--- src/rtl/isp_gamma_lut.sv ---
// Gamma stage: each active pixel goes through a programmable curve with linear interpolation.
// Fixed 3-cycle latency, href/vsync delayed to match, no backpressure (one pixel per pclk).
module isp_gamma_lut #(
   parameter int BITS       = 8,
   parameter int WIDTH      = 1280,
   parameter int HEIGHT     = 720,
   parameter int TABLE_BITS = 6
) (
   input  logic                  pclk,
   input  logic                  rst,
   input  logic                  in_href,
   input  logic                  in_vsync,
   input  logic [BITS-1:0]       in_data,
   output logic                  out_href,
   output logic                  out_vsync,
   output logic [BITS-1:0]       out_data,
   input  logic                  cfg_table_wen,
   input  logic                  cfg_table_ren,
   input  logic [TABLE_BITS-1:0] cfg_table_addr,
   input  logic [TABLE_BITS-1:0] cfg_table_wdata,
   output logic [TABLE_BITS-1:0] cfg_table_rdata
);

   localparam int S       = BITS - TABLE_BITS;
   localparam int FW      = (S > 0) ? S : 1;
   localparam int ENTRIES = 1 << TABLE_BITS;
   localparam int VW      = BITS + 1;
   localparam int DW      = BITS + 2;
   localparam int PW      = DW + FW + 1;
   localparam logic signed [PW-1:0] MAX_OUT = PW'((1 << BITS) - 1);

   // Frame geometry only matters to neighbouring stages.
   logic unused_params;
   assign unused_params = (WIDTH > 0) ^ (HEIGHT > 0);

   logic [TABLE_BITS-1:0] tbl [ENTRIES];

   always_ff @(posedge pclk or posedge rst) begin
      if (rst) begin
         for (int k = 0; k < ENTRIES; k++) tbl[k] <= TABLE_BITS'(k);
         cfg_table_rdata <= '0;
      end else begin
         if (cfg_table_wen) tbl[cfg_table_addr] <= cfg_table_wdata;
         if (cfg_table_ren) cfg_table_rdata <= tbl[cfg_table_addr];
      end
   end

   logic [TABLE_BITS-1:0] idx, idx_nxt;
   logic [FW-1:0]         frac_n;
   logic [VW-1:0]         v0_n, v1_n;

   // The last segment interpolates towards full scale, one step above the largest code.
   always_comb begin
      idx     = in_data[BITS-1 -: TABLE_BITS];
      idx_nxt = idx + TABLE_BITS'(1);
      frac_n  = (S > 0) ? in_data[FW-1:0] : '0;
      v0_n    = VW'(tbl[idx]) << S;
      v1_n    = (&idx) ? (VW'(1) << BITS) : (VW'(tbl[idx_nxt]) << S);
   end

   logic          s1_href, s1_vsync;
   logic [VW-1:0] s1_v0, s1_v1;
   logic [FW-1:0] s1_frac;

   always_ff @(posedge pclk or posedge rst) begin
      if (rst) begin
         s1_href  <= 1'b0;
         s1_vsync <= 1'b0;
         s1_v0    <= '0;
         s1_v1    <= '0;
         s1_frac  <= '0;
      end else begin
         s1_href  <= in_href;
         s1_vsync <= in_vsync;
         s1_v0    <= v0_n;
         s1_v1    <= v1_n;
         s1_frac  <= frac_n;
      end
   end

   logic signed [DW-1:0] diff;
   logic signed [PW-1:0] prod_n;

   always_comb begin
      diff   = $signed({1'b0, s1_v1}) - $signed({1'b0, s1_v0});
      prod_n = PW'(diff) * PW'($signed({1'b0, s1_frac}));
   end

   logic                 s2_href, s2_vsync;
   logic [VW-1:0]        s2_v0;
   logic signed [PW-1:0] s2_prod;

   always_ff @(posedge pclk or posedge rst) begin
      if (rst) begin
         s2_href  <= 1'b0;
         s2_vsync <= 1'b0;
         s2_v0    <= '0;
         s2_prod  <= '0;
      end else begin
         s2_href  <= s1_href;
         s2_vsync <= s1_vsync;
         s2_v0    <= s1_v0;
         s2_prod  <= prod_n;
      end
   end

   logic signed [PW-1:0] sum;
   logic [BITS-1:0]      clamped;

   // Arithmetic shift rounds a falling segment towards -inf.
   always_comb begin
      sum = $signed(PW'(s2_v0)) + (s2_prod >>> S);
      if (sum < 0)
         clamped = '0;
      else if (sum > MAX_OUT)
         clamped = '1;
      else
         clamped = sum[BITS-1:0];
   end

   always_ff @(posedge pclk or posedge rst) begin
      if (rst) begin
         out_href  <= 1'b0;
         out_vsync <= 1'b0;
         out_data  <= '0;
      end else begin
         out_href  <= s2_href;
         out_vsync <= s2_vsync;
         out_data  <= s2_href ? clamped : '0;
      end
   end

endmodule

--- config.mk ---
export PLATFORM = sky130hd
export DESIGN_NAME = isp_gamma_lut
export DESIGN_NICKNAME = d
export VERILOG_FILES = /design/src/rtl/isp_gamma_lut.sv
export SDC_FILE = /design/constraint.sdc
export NUM_CORES = 1
export LEC_CHECK = 0
export CAP_MARGIN = 20
export CORE_MARGIN = 1.5
export CORE_UTILIZATION = 58
export CTS_CLUSTER_DIAMETER = 40
export CTS_CLUSTER_SIZE = 28
export DETAILED_ROUTE_END_ITERATION = 6
export PLACE_DENSITY = 0.78
export SYNTH_ARGS = -nofsm -noshare
export SYNTH_HDL_FRONTEND = slang
export SYNTH_SLANG_ARGS = --single-unit
--- constraint.sdc ---
create_clock -name pclk -period 13.7 [get_ports pclk]
set_input_delay 2.74 -clock pclk [delete_from_list [all_inputs] [get_ports pclk]]
set_output_delay 2.74 -clock pclk [all_outputs]
set_load 0.03 [all_outputs]
Yosys cells after proc, flatten, opt, wreduce, memory -nomap -nowiden
Cells that the tools add are included.
{"block": "word_totals", "word_cells": 108, "inputBits": 26, "reg_bits": 440, "out_inout_bits": 16}
{"block": "classes", "n_mux": 16, "n_lt_le_gt_ge": 6, "reduce_logical": 2, "add_sub_neg": 3, "multipliers": 1, "bitwise": 3}
{"operator": "$bwmux 384", "count": 1}
{"operator": "$bmux 6 s6", "count": 3}
{"operator": "$mux 6", "count": 7}
{"operator": "$demux 6 s6", "count": 1}
{"operator": "$mux 8", "count": 3}
{"operator": "$ge 7x7->1 const B", "count": 3}
{"operator": "$not 6->7", "count": 3}
{"operator": "$mul 10x3->13", "count": 1}
{"operator": "$add 9x11->12", "count": 1}
{"operator": "$gt 12x9->1 const B", "count": 1}
{"operator": "$lt 12x1->1 const B", "count": 1}
{"operator": "$sub 9x8->10", "count": 1}
{"operator": "$mux 9", "count": 1}
{"operator": "$lt 7x1->1 const B", "count": 1}
{"operator": "$add 6x1->6 const B", "count": 1}
{"operator": "$reduce_and 6->1", "count": 1}
{"operator": "$logic_and 1x1->1", "count": 1}

Logic depth before layout (Yosys ltp)
{"block": "depth", "ltp_word": 6, "mapped_depth": 17, "ltp_nobuf": 17}

Worst setup path before layout
Ideal clock, no wire load.
{"block": "synth_timing", "path_type": "input to register", "start": "input port in_data[2]", "end": "register s1_v1[2]", "n_path_buf": 3, "required_ns": 13.573, "setup_time_ns": 0.127, "cell_stages": 8, "setup_slack_ns": 8.749, "arrival_time_ns": 4.824, "cell_sequence": "ha_1 > buf_2 > buf_2 > clkbuf_1 > mux4_2 > mux4_2 > a22oi_1 > o21ai_1"}
{"block": "synth_between", "elab_chain_cells": 6, "word_cells_on_any_way": 7}
{"element": "from (decl)", "line_no": "13", "source": "input logic [BITS-1:0] in_data,"}
{"element": "$add 6x1->6", "line_no": "55", "source": "idx_nxt = idx + TABLE_BITS'(1);"}
{"element": "$not 6->7 (implied by the code)", "line_no": "58", "source": "v1_n = (&idx) ? (VW'(1) << BITS) : (VW'(tbl[idx_nxt]) << S);"}
{"element": "$bmux 6 s6", "line_no": "58"}
{"element": "$mux 6 (implied by the code) (2 in series)", "line_no": "58"}
{"element": "$mux 9 *", "line_no": "58"}
{"element": "net v1_n[2]", "line_no": "50", "source": "logic [VW-1:0] v0_n, v1_n;"}
{"element": "to (signal assigned)", "line_no": "76", "source": "s1_v1 <= v1_n;"}
{"element": "to (decl)", "line_no": "62", "source": "logic [VW-1:0] s1_v0, s1_v1;"}
The timed path passes the listed nets; every way through them passes the cells marked *. The select of a mux whose other input is x is not followed.
A chain may end at the register's enable or synchronous reset.

Worst setup path after layout
{"block": "layout_timing", "start": "input port in_data[2]", "end": "register s1_v1[5]"}
The elaborated chain is that of the path after synthesis.

==> reports/metrics.yaml <==
whs_ns: 0.351
hold_depth: 0
synth.largest_area_cell: "mux4_2"
final-setup-viol-count: 0
io_buffers: 41
hp-class: "register to register"
ys_types: 65
dieWidth_um: 217
cts_resized: 0
drc: 17
timing.rr.start: "s1_v0[3]"
design_area_sq_mm: 0.0295
crit_arrival_ns: 6.65
async_flop_share_pct: 100
reg2regPathDepth: 15
numClockSinks: 436
critical_path.max_fanout: 84
yosysTopAreaCellShare_pct: 24.0
stdcell_count: 2473
cp-start-kind: "primary input"
postCtsHoldBufs: 0
grt_pass1_vias: 18900
synthTopCellsByCount: "mux2_2 (397), mux4_2 (283), dfrtp_1 (244), dfstp_2 (192), nor2_1 (76)"
ys_seq_elements: 436
cp-end-kind: "register"
worstHoldEndpoint: "out_vsync"
row_count: 78
ant_nets: 0
path_clk_slew_ns: 0.06
die-height_um: 217
dieArea_sq_mm: 0.0472
clk_path_buf_depth: 3
layout_setup_ws_ns: 7.51
syn_to_final_growth_pct: 10.8
insertion_delay_ns: 0.65
io-pin-count: 42
required_ns: 14.16
drt-pass1-iter-count: 7
final_layout_size_suffix_gt1_share_pct: 56.0
dp_slack_ns: 6.71
worst_pin_slew_ns: 1.18
antenna_found_initial: 3
post-route-period-util_pct: 45.2
r2r_slack_ns: 9.77
htree_levels: 2
n_fill_cell: 3191
r2r_end: "s2_prod[12]"
initial_core_util_pct: 58.7
core_sq_mm: 0.0453
power.density_mw_per_mm2: 146
dp_hpwl_um: 55400
grt_pass1_wl_um: 127000
p_leak_nw: 11.9
final_util_pct: 65.1
rsz0062_at_grt: "no"
dpl_cell_area_sq_mm: 0.0273
ys_warn_count: 0
postSynthAreaPerCell_sq_um: 14.5
synth-main-ff-cell: "dfrtp_1"
fin_nets: 1879
vias: 18900
slew-limit-headroom_pct: 21.2
synth_nets: 1894
grt_max_degree: 167
finalMaxSlewViolations: 0
wl_um: 84300
cts_tree: "done"
crit_type: "primary input to register"
cts-buffers-inserted: 60
status: "finished, violations left"
p_total_mw: 4.31
place_inst: 2354
synthTopCellsByArea: "mux4_2 (24%), dfrtp_1 (23%), dfstp_2 (19%)"
grt_usage_pct: 36.7
final_hold_viol_count: 0
drtIter0Drc: 2972
synth.most_common_cell: "mux2_2"
skew_ns: 0.0334
max_freq_mhz: 162
gp_congestion: 0.954
violations: "design-rule violations"
avgViaCountPerCell: 7.65
overflow: 0
cts_root_buffer: "clkbuf_16"
synth-edff-count: 0
post_drt_wl_per_cell_um: 34.1
hold_path.startpoint: "s2_vsync"
min_period_ns: 6.19
post_cts_buffers: 0
syn-instance-count: 1836
timing.setup.tns_ns: 0
drv_cap: 0
yosysSeqAreaShare_pct: 41.9
synthesis.area_sq_mm: 0.0266
vdd_drop_max_uv: 113
-- sequential cells by signal (all words and copies together), names as in the netlist --
register / flops
s2_v0: 6
s2_vsync: 1
out_vsync: 1
s2_href: 1
s1_v0: 6
s1_href: 1
out_href: 1
s2_prod: 11
s1_vsync: 1
s1_v1: 7
cfg_table_rdata: 6
tbl: 384
out_data: 8
s1_frac: 2
-- power breakdown --
group / switching (mW) / internal (mW) / leakage (nW)
logic: 0.453 / 0.504 / 5.71
registers: 0.210 / 1.54 / 5.19
clock network: 0.681 / 0.930 / 1.02
total: 1.34 / 2.97 / 11.9
-- kinds of logic after synthesis --
group | Yosys count | synth area share (%)
AND/OR/NAND/NOR | 222 | 3.99
flip-flops | 436 | 41.9
adder cells (fa/ha/maj) | 32 | 1.59
AO/OA/AOI/OAI | 218 | 5.88
XOR/XNOR | 16 | 0.555
multiplexers | 732 | 42.8
buffers and inverters | 180 | 3.24
-- worst max-delay path: stages --
cell	delay, ns
buf_8	0.55
ha_4	0.82
buf_4	0.79
mux4_2	0.58
mux4_2	0.47
o211ai_1	0.52
o21ai_1	0.13
-- cell type report --
| cell class | instances | area [sq um] | share of cell area [%] |
|---|---|---|---|
| inverter | 25 | 97.6 | 0.331 |
| clock inverter | 44 | 505 | 1.72 |
| timing repair buffer | 78 | 733 | 2.49 |
| sequential | 436 | 11200 | 37.8 |
| tap | 600 | 751 | 2.55 |
| multi-input combinational | 1220 | 14600 | 49.6 |
| clock buffer | 68 | 1590 | 5.41 |
| antenna | 2 | 5.00 | 0.0170 |
-- worst max path at each step --
stage,from,slack [ns],cells past startpoint,end
4_1_cts,in_data[2],7.36,7,s1_v1[2]
5_1_grt,in_data[2],7.23,8,s1_v1[2]
3_5_place_dp,in_data[2],6.71,7,s1_v1[2]
3_3_place_gp,in_data[2],6.84,7,s1_v1[2]
2_1_floorplan,rst,5.23,1,cfg_table_rdata[0]
6_report,in_data[2],7.51,7,s1_v1[5]
-- metal layers --
metal | share of wire [%] | global-route usage [%] | routed length (um) | vias to the layer above
met4 | 6.4 | 18.4 | 5420 | 2
met3 | 14 | 13.1 | 11900 | 360
met1 | 36 | 49.4 | 30400 | 9665
li1 | - | - | - | 7269
met2 | 43 | 53.0 | 36600 | 1625
met5 | 0.015 | 0 | 13 | -
-- cells in the final DEF, fill, tap and decap left out, drive strengths merged, types with 5 or more instances in the layout --
master,count
a211oi,5
a21boi,5
a21o,5
a21oi,29
a221oi,35
a22oi,34
and2,12
and3,6
buf,48
clkbuf,68
clkdlybuf4s50,29
clkinv,14
clkinvlp,5
dfrtp,244
dfstp,192
ha,29
inv,47
mux2,418
mux2i,31
mux4,283
nand2,65
nand3,11
nand3b,5
nor2,77
nor2b,18
nor3,6
nor3b,7
o211ai,11
o21a,12
o21ai,25
o22ai,22
o32a,5
xnor2,13
Note: power is estimated with default switching activity, not from simulation.
